**src/rtl/tankwar_pkg.sv**
```systemverilog
// Shared constants for the tank-war design plus the arithmetic that turns a
// clock frequency and an output period into divider terminal counts.
package tankwar_pkg;

  localparam longint unsigned CLK_FREQ_HZ_DEF = 64'd100_000_000;
  localparam longint unsigned GAME_TICK_MS    = 64'd500;

  // Clocks per half period; 64-bit so large frequencies cannot overflow,
  // integer division truncates toward zero.
  function automatic longint unsigned calc_half_count(input longint unsigned freq_hz,
                                                      input longint unsigned period_ms);
    return freq_hz / 64'd1000 * period_ms / 64'd2;
  endfunction

  // Counter width able to hold 0 .. half_count-1, never narrower than one bit.
  function automatic int unsigned calc_cnt_w(input longint unsigned half_count);
    if (half_count <= 64'd1) return 1;
    return $clog2(half_count);
  endfunction

endpackage

```
**src/rtl/clk_500ms_if.sv**
```systemverilog
// Output bundle of the game-loop time base. The tick_500ms signal only exists
// when the CLK500_TICK_EN macro is defined.
interface clk_500ms_if;

  logic clk_500ms;
`ifdef CLK500_TICK_EN
  logic tick_500ms;

  modport master (output clk_500ms, output tick_500ms);
  modport slave  (input  clk_500ms, input  tick_500ms);
`else
  modport master (output clk_500ms);
  modport slave  (input  clk_500ms);
`endif

endinterface

```
**src/rtl/mod_counter.sv**
```systemverilog
// Free-running modulo-MOD counter. wrap is high combinationally while the
// count sits on its last value, so the owner can act in the same cycle the
// counter returns to zero.
module mod_counter #(
  parameter longint unsigned MOD = 2,
  parameter int unsigned     W   = 1
) (
  input  logic         clk,
  input  logic         rst,
  output logic [W-1:0] cnt,
  output logic         wrap
);

  localparam logic [W-1:0] LAST = W'(MOD - 64'd1);

  logic [W-1:0] r_cnt;

  // Count up, returning to zero on the cycle after the last value.
  // NOTE: state flops use non-blocking assignment so every flop samples the
  // pre-edge values; blocking here would create order-dependent simulation.
  // NOTE: reset is asynchronous, listed in the sensitivity list, so the
  // counter clears the instant rst rises rather than at the next edge.
  always_ff @(posedge clk or posedge rst) begin
    if (rst)       r_cnt <= '0;
    else if (wrap) r_cnt <= '0;
    else           r_cnt <= r_cnt + W'(1);
  end

  assign wrap = (r_cnt == LAST);
  assign cnt  = r_cnt;

endmodule

```
**src/rtl/clk_500ms.sv**
```systemverilog
// Game-loop time base: divides clk_100mhz into a 50%-duty square wave of
// PERIOD_MS milliseconds. clk_500ms is a registered data signal, to be
// edge-detected in the clk_100mhz domain, never used as a clock.
// Optional feature macro: CLK500_TICK_EN adds tick_500ms, a one-cycle pulse
// coincident with each 0->1 transition of clk_500ms.
module clk_500ms
  import tankwar_pkg::*;
#(
  parameter longint unsigned CLK_FREQ_HZ = CLK_FREQ_HZ_DEF,
  parameter longint unsigned PERIOD_MS   = GAME_TICK_MS
) (
  input  logic        clk_100mhz,
  input  logic        rst,
  clk_500ms_if.master bus
);

  localparam longint unsigned HALF_COUNT = calc_half_count(CLK_FREQ_HZ, PERIOD_MS);
  localparam int unsigned     CNT_W      = calc_cnt_w(HALF_COUNT);
  localparam logic [CNT_W-1:0] CNT_LAST  = CNT_W'(HALF_COUNT - 64'd1);

  // A zero half period cannot produce any waveform.
  if (HALF_COUNT < 64'd1) begin : g_bad_half_count
    $error("clk_500ms: HALF_COUNT must be at least 1 (CLK_FREQ_HZ/1000*PERIOD_MS/2)");
  end

  logic [CNT_W-1:0] w_cnt;
  logic             w_wrap;
  logic             r_clk_500ms;

  mod_counter #(
    .MOD (HALF_COUNT),
    .W   (CNT_W)
  ) u_half_cnt (
    .clk  (clk_100mhz),
    .rst  (rst),
    .cnt  (w_cnt),
    .wrap (w_wrap)
  );

  // Flip the square wave every HALF_COUNT clocks, on the counter's wrap.
  always_ff @(posedge clk_100mhz or posedge rst) begin
    if (rst)         r_clk_500ms <= 1'b0;
    else if (w_wrap) r_clk_500ms <= ~r_clk_500ms;
  end

  assign bus.clk_500ms = r_clk_500ms;

`ifdef CLK500_TICK_EN
  logic r_tick_500ms;

  // Pulse for one cycle when the wave is about to go 0->1, so the pulse
  // lands in the same cycle the wave reads high for the first time.
  always_ff @(posedge clk_100mhz or posedge rst) begin
    if (rst) r_tick_500ms <= 1'b0;
    else     r_tick_500ms <= w_wrap & ~r_clk_500ms;
  end

  assign bus.tick_500ms = r_tick_500ms;
`endif

  // The counter must stay inside 0 .. HALF_COUNT-1.
  a_cnt_in_range : assert property (
    @(posedge clk_100mhz) disable iff (rst) (w_cnt <= CNT_LAST)
  );

endmodule

```
**src/flat_wrapper.sv**
```systemverilog
// flat-port wrapper written by rule: the top's interface ports become plain ports
module clk_500ms_flat import tankwar_pkg::*;
#(
  parameter longint unsigned CLK_FREQ_HZ = CLK_FREQ_HZ_DEF,
  parameter longint unsigned PERIOD_MS   = GAME_TICK_MS
)
  (clk_100mhz, rst, bus_clk_500ms);
  clk_500ms_if bus_i ();
  input  logic clk_100mhz;
  input  logic rst;
  output wire logic [$bits(bus_i.clk_500ms)-1:0] bus_clk_500ms;
  assign bus_clk_500ms = bus_i.clk_500ms;
  clk_500ms #(.CLK_FREQ_HZ(CLK_FREQ_HZ), .PERIOD_MS(PERIOD_MS)) u_core (.clk_100mhz(clk_100mhz), .rst(rst), .bus(bus_i));
endmodule
```
**config.mk**
```make
export PLATFORM = sky130hd
export DESIGN_NAME = clk_500ms_flat
export DESIGN_NICKNAME = d
export VERILOG_FILES = /design/src/rtl/tankwar_pkg.sv /design/src/rtl/clk_500ms_if.sv /design/src/rtl/mod_counter.sv /design/src/rtl/clk_500ms.sv /design/src/flat_wrapper.sv
export SDC_FILE = /design/constraint.sdc
export NUM_CORES = 1
export LEC_CHECK = 0
export CAP_MARGIN = 10
export CORE_ASPECT_RATIO = 0.75
export CORE_UTILIZATION = 50
export DETAILED_ROUTE_END_ITERATION = 10
export PLACE_DENSITY_LB_ADDON = 0.12
export SETUP_SLACK_MARGIN = 0.2
export SLEW_MARGIN = 20
export SYNTH_ARGS = -nofsm -noshare
export SYNTH_HDL_FRONTEND = slang
export SYNTH_HIERARCHICAL = 1
export SYNTH_SLANG_ARGS = --single-unit
```
**constraint.sdc**
```tcl
create_clock -name clk_100mhz -period 4.35 [get_ports clk_100mhz]
set_clock_uncertainty 0.05 [all_clocks]
set_input_delay 0.435 -clock clk_100mhz [delete_from_list [all_inputs] [get_ports clk_100mhz]]
set_output_delay 0.435 -clock clk_100mhz [all_outputs]
set_load 0.05 [all_outputs]
```
==> summary.txt <==
Post-cts hold buffer count: 0
Worst setup path startpoint: u_core/u_half_cnt/cnt[16]
Die outline area: 2970 um^2
CTS tree: yes
Synth cell types: 34
Pin count of the biggest net entering global routing: 26
Stages on the worst setup path: 4
Top delay family on crit path: simple AND/OR/NAND/NOR gates
Syn avg cell area: 10.0 um^2
Root buf cell: clkbuf_4
Placer Congestion: 0.817
Post-CTS resize count: 0
Cell with the most instances after synthesis: dfrtp_1
Drc violations: 0
Insertion delay to the later sink of the worst-skew pair: 0.32 ns
Destination of the worst register-to-register timing path: u_core/bus.clk_500ms
Top post-synthesis cells by area: dfrtp_1 (47%), xnor2_1 (5.7%), nand3_1 (3.6%)
Total global routing track utilization: 20.9%
Register-to-Register Setup Slack: 2.16 ns
Initial antenna violation count: 0
Post-synthesis sequential area ratio: 47.3%
Wire length of the first global-routing pass: 4640 um
Post-synth top area cell: dfrtp_1
Fraction of final layout cells with drive strength greater than 1: 7.86%
Data arrival at the endpoint of the critical path: 2.31 ns
Fraction of synthesized cell area taken by the top area cell type: 47.3%
Effective utilization at floorplan: 52.8%
Antenna diodes: 0
Worst Tran Pin Value: 0.957 ns
Critical path, cell by cell: nor4b_1 > nand3_1 > nor3_2 > xor2_1
Slew Limit Fails: 0
Result of the run: complete, no violations
Asr flop ratio synth: 100%
Number of top-level design ports: 3
Number of antenna-violating nets in the routed design: 0
Count of fill cells added during filler insertion: 250
Power Density: 256 nW/um^2
Yosys Warn Count: 6
Detail-routed net length per standard cell: 16.2 um
Number of placement rows: 16
Tightest Hold Check Type: in2async
Internal power consumption: 0.294 mW
Post-Syn Nets: 140
Gate count after technology mapping: 137
Crit path required time: 4.47 ns
Depth of the worst register-to-register path: 4
Leak pwr: 0.589 nW
Setup violation total in the final timing report: 0
Reg2Reg Launch Point: u_core/u_half_cnt/cnt[16]
Flop and latch count out of synthesis: 26
Growth of design area from synthesis to finish: 5.82%
Sinks on the clock net: 26
Post-detailed-routing wire length: 2840 um
Aggregate negative setup slack: 0 ns
Post-CTS setup buffer count: 0
Number of maximum-capacitance violations: 0
Max frequency: 0.456 GHz
Maximum vdd drop: 0.276 mV
CP max-delay cell: nor3_2
Final min period: 2.19 ns
Die X-Extent: 62.6 um
Layout Nets: 144
Total overflow reported by the global router: 0
Most common flop cell mapped by yosys: dfrtp_1
Largest stage delay on the critical path: 0.74 ns
Most frequent cells after synthesis: dfrtp_1 (26), nand2_1 (13), nand3_1 (10), nor2_1 (10), xnor2_1 (9)
Power share of the sequential group: 64.9%
Length of the first detailed-routing pass in iterations: 4
Critical Path Start Type: flop
Number of buffers created by CTS: 3
Vias in the first global route: 981
Category of the worst setup path capture point: flop
Sw Ratio: 21.1%
CP bufs+invs: 0
Gate power share: 1.5%
Clock slew seen by the registers of the worst setup and hold paths: 0.14 ns
Core region area: 2600 um^2
Hold Slack: 0.194 ns
H-tree depth: 1
Drt via density: 6.12
Overall die height: 47.4 um
Port bufs: 2
Via Count: 1077
Cell area after synthesis: 1380 um^2
Bufs on Longest Clock Path: 2
Portion of total power attributed to the clock network: 33.6%
Unrepaired setup endpoints after global routing: no
Classification of the worst setup path: reg2reg
Post-synth EDFFs: 0
Iteration-0 DRC Markers: 125
Crit share post-route: 50.4%
NetSw: 0.0786 mW
Crit path max fanout: 14
Headroom to the max-slew limit: 36.1%
Hold violation count in the final report: 0
Final HPWL from detailed placement: 2020 um
sequential cells by signal, indices dropped and copies added (netlist names):
signal,cells
u_core/u_half_cnt/cnt,25
u_core/bus.clk_500ms,1
layer usage:
metal / track usage, % / vias to the layer above / routed length (um) / share of wire [%]
li1: - / 518 / - / -
met1: 30.2 / 522 / 1410 / 50
met2: 32.6 / 35 / 1250 / 44
met3: 5.00 / 2 / 169 / 5.9
met4: 4.65 / 0 / 8 / 0.28
met5: 0 / - / 0 / 0
how the worst max path moves through the flow:
stage,endpoint
6_report,u_core/bus.clk_500ms
5_1_grt,u_core/bus.clk_500ms
4_1_cts,u_core/bus.clk_500ms
3_5_place_dp,u_core/bus.clk_500ms
3_3_place_gp,u_core/bus.clk_500ms
2_1_floorplan,u_core/bus.clk_500ms
metrics by stage:
| step | power, mW | cell area, um^2 | utilization [%] | worst slack (ns) | cells |
|---|---|---|---|---|---|
| final | 0.373 | 1460 | 55.9 | 2.16 | 176 |
| after global routing | 0.387 | 1460 | 55.9 | 1.98 | 176 |
| after CTS | 0.375 | 1460 | 55.9 | 2.20 | 176 |
| after detailed placement | 0.252 | 1420 | 54.5 | 2.21 | 172 |
| after global placement | 0.252 | 1420 | 54.5 | 2.28 | 172 |
| after floorplan | 0.250 | 1380 | - | 2.72 | 137 |
cells by family after synthesis:
kind of cell    after synthesis  synth area share, %
compound gates               19                 8.46
xor+xnor                     14                 8.92
fa+ha+maj                     1                0.910
buf+inv                       8                 2.91
flops                        26                 47.3
simple gates                 69                 31.5
final cells by class:
cell class / count / area, um^2 / share of cell area (%)
Clock buffer: 4 / 36.3 / 2.49
Inverter: 5 / 18.8 / 1.29
Multi-Input combinational cell: 103 / 684 / 47.0
Sequential cell: 26 / 651 / 44.7
Tap cell: 36 / 45.0 / 3.10
Timing Repair Buffer: 2 / 20.0 / 1.38
cell usage in the layout, fill, tap and decap left out, drive strengths merged, types with 2 or more instances in the layout:
master	Yosys	routed
nor4	3	3
nor3	3	3
a21oi	7	7
o21ai	5	5
xnor2	9	9
clkbuf	0	4
nand2	13	13
nand4	9	9
inv	5	5
dfrtp	26	26
nor2b	2	2
nand4b	4	4
clkdlybuf4s50	0	2
xor2	5	5
o31ai	4	4
and3	2	2
nor2	10	10
nand3	10	10
and4	5	5
or4	5	5
power by group through the flow:
stage               logic [mW]  registers, mW  clock network [mW]
CTS                    0.00603          0.242               0.127
global route           0.00694          0.242               0.138
detailed placement     0.00597          0.246                   0
finish                 0.00563          0.242               0.125
global placement       0.00600          0.246                   0
floorplan              0.00367          0.246                   0
No activity file was read; power rests on OpenSTA's default activity.
